<file path="config.mk">
export PLATFORM = sky130hd
export DESIGN_NAME = hash_request_scheduler
export DESIGN_NICKNAME = d
export VERILOG_FILES = /design/src/rtl/hash_request_scheduler.sv
export SDC_FILE = /design/constraint.sdc
export NUM_CORES = 1
export LEC_CHECK = 0
export ABC_CLOCK_PERIOD_IN_PS = 3000
export CORE_ASPECT_RATIO = 0.8
export CORE_UTILIZATION = 43
export DETAILED_ROUTE_END_ITERATION = 8
export PLACE_DENSITY = 0.88
export SLEW_MARGIN = 20
export SYNTH_ARGS = -nofsm -noshare
export SYNTH_HDL_FRONTEND = slang
export SYNTH_SLANG_ARGS = --single-unit
</file>
<file path="constraint.sdc">
create_clock -name clk -period 3 [get_ports clk]
set_input_delay 0.6 -clock clk [delete_from_list [all_inputs] [get_ports clk]]
set_output_delay 0.6 -clock clk [all_outputs]
set_load 0.02 [all_outputs]
</file>
<file path="src/rtl/hash_request_scheduler.sv">
// Round-robin front end for the hash table controller: grants one request at a time,
// walks it through lookup and a single commit cycle, then returns the result.
module hash_request_scheduler #(
    parameter int NUM_REQUESTERS = 4,
    parameter int KEY_WIDTH      = 2,
    parameter int DATA_WIDTH     = 32,
    parameter int LOOKUP_LATENCY = 2
) (
    input  logic                              clk,
    input  logic                              reset,
    input  logic                              clk_en,
    input  logic                              req_valid_i [NUM_REQUESTERS],
    input  logic [1:0]                        req_op_i    [NUM_REQUESTERS],
    input  logic [KEY_WIDTH-1:0]              req_key_i   [NUM_REQUESTERS],
    input  logic [DATA_WIDTH-1:0]             req_data_i  [NUM_REQUESTERS],
    output logic                              req_ready_o [NUM_REQUESTERS],
    output logic [KEY_WIDTH-1:0]              hash_key_o,
    output logic [DATA_WIDTH-1:0]             hash_data_o,
    output logic [1:0]                        hash_op_o,
    input  logic [DATA_WIDTH-1:0]             hash_read_data_i,
    input  logic                              no_element_found_i,
    input  logic                              no_write_space_i,
    input  logic                              key_already_present_i,
    input  logic                              no_deletion_target_i,
    output logic                              resp_valid_o,
    input  logic                              resp_ready_i,
    output logic [$clog2(NUM_REQUESTERS)-1:0] resp_id_o,
    output logic [DATA_WIDTH-1:0]             resp_data_o,
    output logic [3:0]                        resp_status_o
);

    localparam int ID_W  = $clog2(NUM_REQUESTERS);
    localparam int CNT_W = $clog2(LOOKUP_LATENCY + 1);

    typedef enum logic [1:0] {
        S_IDLE,
        S_LOOKUP,
        S_COMMIT,
        S_RESPOND
    } state_t;

    state_t                state_q, state_d;
    logic [ID_W-1:0]       ptr_q, ptr_d;
    logic [ID_W-1:0]       id_q, id_d;
    logic [CNT_W-1:0]      cnt_q, cnt_d;
    logic [KEY_WIDTH-1:0]  key_q, key_d;
    logic [DATA_WIDTH-1:0] data_q, data_d;
    logic [1:0]            op_q, op_d;
    logic [ID_W-1:0]       rid_q, rid_d;
    logic [DATA_WIDTH-1:0] rdata_q, rdata_d;
    logic [3:0]            status_q, status_d;

    logic                  grant_vld;
    logic [ID_W-1:0]       grant_idx;

    function automatic logic [ID_W-1:0] wrap_idx(input logic [ID_W-1:0] base,
                                                 input int unsigned     off);
        return ID_W'((32'(base) + off) % NUM_REQUESTERS);
    endfunction

    function automatic logic eligible(input logic [ID_W-1:0] idx);
        return req_valid_i[idx] && (req_op_i[idx] != 2'b00);
    endfunction

    // Scan starts one past the last granted index so the previous winner goes last.
    always_comb begin
        grant_vld = 1'b0;
        grant_idx = '0;
        for (int unsigned k = 1; k <= NUM_REQUESTERS; k++) begin
            if (!grant_vld && eligible(wrap_idx(ptr_q, k))) begin
                grant_vld = 1'b1;
                grant_idx = wrap_idx(ptr_q, k);
            end
        end
    end

    always_comb begin
        for (int unsigned i = 0; i < NUM_REQUESTERS; i++) begin
            req_ready_o[i] = reset && clk_en && (state_q == S_IDLE) && grant_vld
                             && (grant_idx == ID_W'(i));
        end
    end

    always_comb begin
        state_d  = state_q;
        ptr_d    = ptr_q;
        id_d     = id_q;
        cnt_d    = cnt_q;
        key_d    = key_q;
        data_d   = data_q;
        op_d     = op_q;
        rid_d    = rid_q;
        rdata_d  = rdata_q;
        status_d = status_q;
        if (clk_en) begin
            unique case (state_q)
                S_IDLE: begin
                    if (grant_vld) begin
                        key_d   = req_key_i[grant_idx];
                        data_d  = req_data_i[grant_idx];
                        op_d    = req_op_i[grant_idx];
                        id_d    = grant_idx;
                        ptr_d   = grant_idx;
                        cnt_d   = CNT_W'(LOOKUP_LATENCY);
                        state_d = S_LOOKUP;
                    end
                end
                S_LOOKUP: begin
                    if (cnt_q == CNT_W'(1)) begin
                        state_d = S_COMMIT;
                    end else begin
                        cnt_d = cnt_q - 1'b1;
                    end
                end
                S_COMMIT: begin
                    status_d = {no_deletion_target_i, key_already_present_i,
                                no_write_space_i, no_element_found_i};
                    rdata_d  = (op_q == 2'b01) ? hash_read_data_i : '0;
                    rid_d    = id_q;
                    state_d  = S_RESPOND;
                end
                S_RESPOND: begin
                    if (resp_ready_i) begin
                        state_d = S_IDLE;
                    end
                end
                default: state_d = S_IDLE;
            endcase
        end
    end

    always_ff @(posedge clk or negedge reset) begin
        if (!reset) begin
            state_q  <= S_IDLE;
            ptr_q    <= ID_W'(NUM_REQUESTERS - 1);
            id_q     <= '0;
            cnt_q    <= '0;
            key_q    <= '0;
            data_q   <= '0;
            op_q     <= '0;
            rid_q    <= '0;
            rdata_q  <= '0;
            status_q <= '0;
        end else begin
            state_q  <= state_d;
            ptr_q    <= ptr_d;
            id_q     <= id_d;
            cnt_q    <= cnt_d;
            key_q    <= key_d;
            data_q   <= data_d;
            op_q     <= op_d;
            rid_q    <= rid_d;
            rdata_q  <= rdata_d;
            status_q <= status_d;
        end
    end

    assign hash_key_o    = key_q;
    assign hash_data_o   = data_q;
    assign hash_op_o     = (state_q == S_COMMIT) ? op_q : 2'b00;
    assign resp_valid_o  = (state_q == S_RESPOND);
    assign resp_id_o     = rid_q;
    assign resp_data_o   = rdata_q;
    assign resp_status_o = status_q;

endmodule

</file>
[After elaboration in Yosys (flattened, before gate mapping)]
Cells that the tools add are included.
Storage, ports and cells
  word-level logic and storage cells: 115
  input port bits: 188
  flip-flop bits (word level): 82
  output and inout port bits: 79
Cells by class
  magnitude comparators: 5
  add/sub/neg operators: 5
  mux-type cells: 50
  bitwise gates (word level): 5
  equal/unequal tests: 12
  reductions and logical operators: 28
Operators by type and width (count)
  32-bit two-way mux: 3
  32-bit binary-select mux with 2-bit select: 1
  2-bit two-way mux: 22
  2-bit binary-select mux with 2-bit select: 6
  3-bit >= comparator (second input constant): 5
  2-bit NOT with 3-bit output: 5
  1-bit logical AND: 14
  1-bit two-way mux: 12
  2-bit nonzero test: 5
  1-bit binary-select mux with 2-bit select: 4
  2-bit by 1-bit equality test with 1-bit output (second input constant): 4
  2-bit equality test (second input constant): 4
  2-bit one-hot mux with 4 select lines: 1
  4-bit AND reduction: 2
  2-bit != test (second input constant): 3
  2-bit by 1-bit adder with 2-bit output (second input constant): 2
  2-bit adder (second input constant): 2
  2-bit logical NOT: 2
  2-bit one-hot mux with 2 select lines: 1
  1-bit logical NOT: 3
  3-bit AND reduction: 1
  2-bit by 1-bit != test with 1-bit output (second input constant): 1
  2-bit AND reduction: 1
  2-bit by 1-bit subtractor with 2-bit output (second input constant): 1

[Logic depth before layout (Yosys ltp)]
  depth in word-level cells: 21
  mapped depth: 9

[Worst setup path before layout]
No wires, ideal clock.
  kind: input -> output
  start: in req_op_i[0] (netlist name)
  end: out req_ready_o[3] (netlist name)
  data required time: 2.400 ns
  stages on the path: 8
  path buffers: 4
  arrival: 1.831 ns
  setup slack: 0.569 ns
  path through: o21ai_2 -> buf_6 -> nand3_2 -> buf_6 -> o211ai_2 -> buf_4 -> buf_6 -> and3_1
RTL lines
  start: declaration: RTL line 13  | input logic [1:0] req_op_i [NUM_REQUESTERS],
  end: declaration: RTL line 16  | output logic req_ready_o [NUM_REQUESTERS],

==> implementation parameters <==
Parameter                              Value

Clock tree
  Number of buffers added by the clock tree synthesis step ... 9
  Clock-pin slew reported for the worst setup and hold paths after clock tree synthesis ... 0.07 ns
  Quantity of gates resized following cts ... 5
  Number of hold buffers added after cts ... 0
  # Post-CTS Setup Buffers ... 0
  Clock H-tree levels ... 3
  Longest Clk Path Bufs ... 2
  CTS root buf ... clkbuf_16
  CTS tree ... done
  Clock Latency Late Sink ... 0.35 ns
  Clk sink count ... 82

Routing
  Wire length per cell ... 21.64 µm
  Via count ... 5,465
  Routed via count divided by cell count ... 6.113
  Total routed wirelength ... 19,350 µm
  Detailed-route DRC error count ... 0
  DRT iter0 DRCs ... 321
  Remaining antenna violation count ... 0
  Number of detailed-routing iterations run before antenna repair ... 5

Logic synthesis
  Synth top cells by count ... dfrtp_1 (80), a21oi_1 (43), nor2_1 (43)
  Leading post-synthesis cells by cell area ... dfrtp_1 (41%), a22o_1 (6.2%), and4_1 (6.1%), o31a_1 (6.1%), a221oi_1 (4.8%)
  Leading area contributor after synthesis ... dfrtp_1
  Fraction of the yosys area taken by sequential cells ... 41.85%
  Synthesized net count ... 667
  Gate count of the mapped netlist ... 474
  Most frequent cell after synthesis ... dfrtp_1
  Flip-flop and latch count after synthesis ... 82
  Post-synthesis average cell area ... 10.36 µm²
  Total number of yosys warnings ... 0
  Ys async rst share ... 100.0%
  Netlist area before placement ... 4910 µm²
  Number of enable flip-flop cells after synthesis ... 0
  Distinct cells, synth ... 46
  Dominant synthesized flop cell ... dfrtp_1
  Area share of the largest cell type after synthesis ... 40.77%

Layout
  Total number of nets in the final design ... 938
  Final std cells w/o fill ... 894
  Fraction of final layout cells with drive strength greater than 1 ... 14.40%
  Inserted Diodes ... 0
  Area added between synthesis and finish ... 66.79%

Floorplan
  Initial cell density of the core ... 44.73%
  Placeable Area ... 10,980 µm²
  Area enclosed by the die boundary ... 11,850 µm²
  Number of top-level pins ... 267
  Std-Cell Rows ... 34
  Horizontal extent of the die ... 121.5 µm
  Chip height ... 97.58 µm

Placed design
  Final RePlAce weighted congestion ... 0.9530
  Buffers added on ports ... 266
  DP Wirelength ... 13,620 µm
  Worst Setup Slack post-DPL ... -0.1618 ns
  # placed instances ... 878

Worst setup path
  Crit Path Class ... primary input to output pin
  Data required time of the worst path ... 2.40 ns
  Worst r2r src ... ptr_q[1]
  Data arrival time of the critical path ... 2.31 ns
  CP max FO ... 6
  Kind of end point of the critical path ... output pin
  Startpoint type of the worst setup path ... primary input
  Critical Path Source ... req_op_i[4]

Timing
  Final number of max-transition violations ... 0
  Post-route clock skew ... 0.007151 ns
  Transition time of the tightest slew-check pin ... 0.5370 ns
  Fmax ... 343.7 MHz
  Headroom to the max-slew limit ... 64.20%
  Final Hold Violating Endpoints ... 0
  Final setup violation count ... 0
  Setup repair after global routing missed its margin ... false
  Final clock period utilization by the worst path ... 96.98%
  Final WS setup ... 0.09060 ns
  Setup TNS Final ... 0 ns
  Min cycle time layout ... 2.909 ns

GRT
  Initial antenna violation count ... 0
  Via count of the first global-routing pass ... 5,705
  GR Layer Usage met2 ... 56.03%
  Largest net degree at the start of global routing ... 43
  M3 GR Usage ... 6.631%
  Total global routing overflow ... 0
  Global-route track usage on met1 ... 41.15%
  Most congested layer reported by global routing ... met2
  Combined global-route utilization of all metal layers ... 33.42%
  Global-route wire length before repair ... 30,450 µm

Run status
  Result of the run ... finished, final reports clean

Power
  PwrDens ... 856.5 nW/µm²
  Maximum ir drop on the vdd rail ... 0.5009 mV
  Pleak ... 3.319 nW

Job
  Number of max-cap violations ... 0

Min path
  HP Class ... primary input to asynchronous set/reset pin
==> worst max-delay path: stages <==
cell and delay, ns:
clkdlybuf4s50_1 0.49, o21ai_4 0.25, nand2_2 0.12, o211a_1 0.30, and3_1 0.22, dlygate4sd2_1 0.33
==> per-layer routing <==
| metal | part of all wire, % | vias up | wire (µm) |
|---|---|---|---|
| met1 | 41 | 2703 | 7901 |
| met4 | 2.5 | 0 | 491 |
| li1 | - | 2433 | - |
| met3 | 6.6 | 43 | 1281 |
| met5 | 0 | - | 0 |
| met2 | 50 | 286 | 9671 |
==> placed cells by master, fill, tap and decap left out, types with 5 or more instances in the layout <==
| cell type | n |
|---|---|
| and4_1 | 34 |
| o31a_1 | 34 |
| and3_1 | 5 |
| a221oi_1 | 27 |
| inv_1 | 9 |
| o22ai_1 | 28 |
| ha_1 | 5 |
| mux2_2 | 7 |
| o211ai_1 | 6 |
| a221oi_2 | 10 |
| buf_4 | 43 |
| a21oi_1 | 43 |
| nor2_1 | 43 |
| clkdlybuf4s50_1 | 261 |
| nand2_1 | 7 |
| clkbuf_16 | 9 |
| o21ai_2 | 5 |
| a22o_1 | 35 |
| dfrtp_1 | 80 |
==> final timing paths <==
path	end	slack (ns)	depth (start not counted)
setup / recovery	req_ready_o[3]	0.09	6
hold / removal	resp_data_o[26]	0.38	2
setup reg to reg	op_q[1]	0.77	7
hold reg to reg	id_q[1]	0.51	2
max in group asynchronous	hash_data_o[30]	2.25	2
min in group clk	id_q[1]	0.51	2
==> where the power goes <==
group,internal [mW],leakage [nW],switching [mW]
combinational,1.86,2.17,2.04
clock,0.594,0.149,0.536
sequential,1.63,0.999,0.353
total,4.09,3.32,2.92
==> through the flow <==
stage | hold slack (ns) | utilization [%] | area (µm²) | total power [mW]
global placement | 0.4697 | 71.84 | 7885 | 5.723
global route | 0.4158 | 74.61 | 8189 | 7.390
floorplan | 0.3044 | - | 4910 | 4.043
CTS | 0.3904 | 74.61 | 8189 | 7.022
finish | 0.3822 | 74.61 | 8189 | 7.014
detailed placement | 0.4898 | 71.84 | 7885 | 5.876
==> cell type report <==
cell class	instances	area [µm²]
Clock inverter	7	76.32
Clock buffer	9	225.2
Tap cell	144	180.2
Fill cell	736	2786
Timing Repair Buffer	312	3050
Inverter	9	33.78
Sequential cell	82	2054
Multi-Input combinational cell	331	2569
==> logic make-up (layout without fill, tap and decap cells) <==
logic type / after synthesis / in the layout / share of synthesized area (%)
compound gates: 216 / 216 / 35.98
fa+ha+maj: 5 / 5 / 1.274
buf+inv: 61 / 337 / 6.753
flops: 82 / 82 / 41.85
mux: 8 / 8 / 1.809
simple gates: 102 / 102 / 12.33
==> flip-flops by register name, summed over array words and instances (netlist names) <==
register / cells
cnt_q: 2
hash_data_o: 32
hash_key_o: 2
id_q: 2
op_q: 2
ptr_q: 2
resp_data_o: 32
resp_id_o: 2
resp_status_o: 4
state_q: 2
No activity file was read; power rests on OpenSTA's default activity.
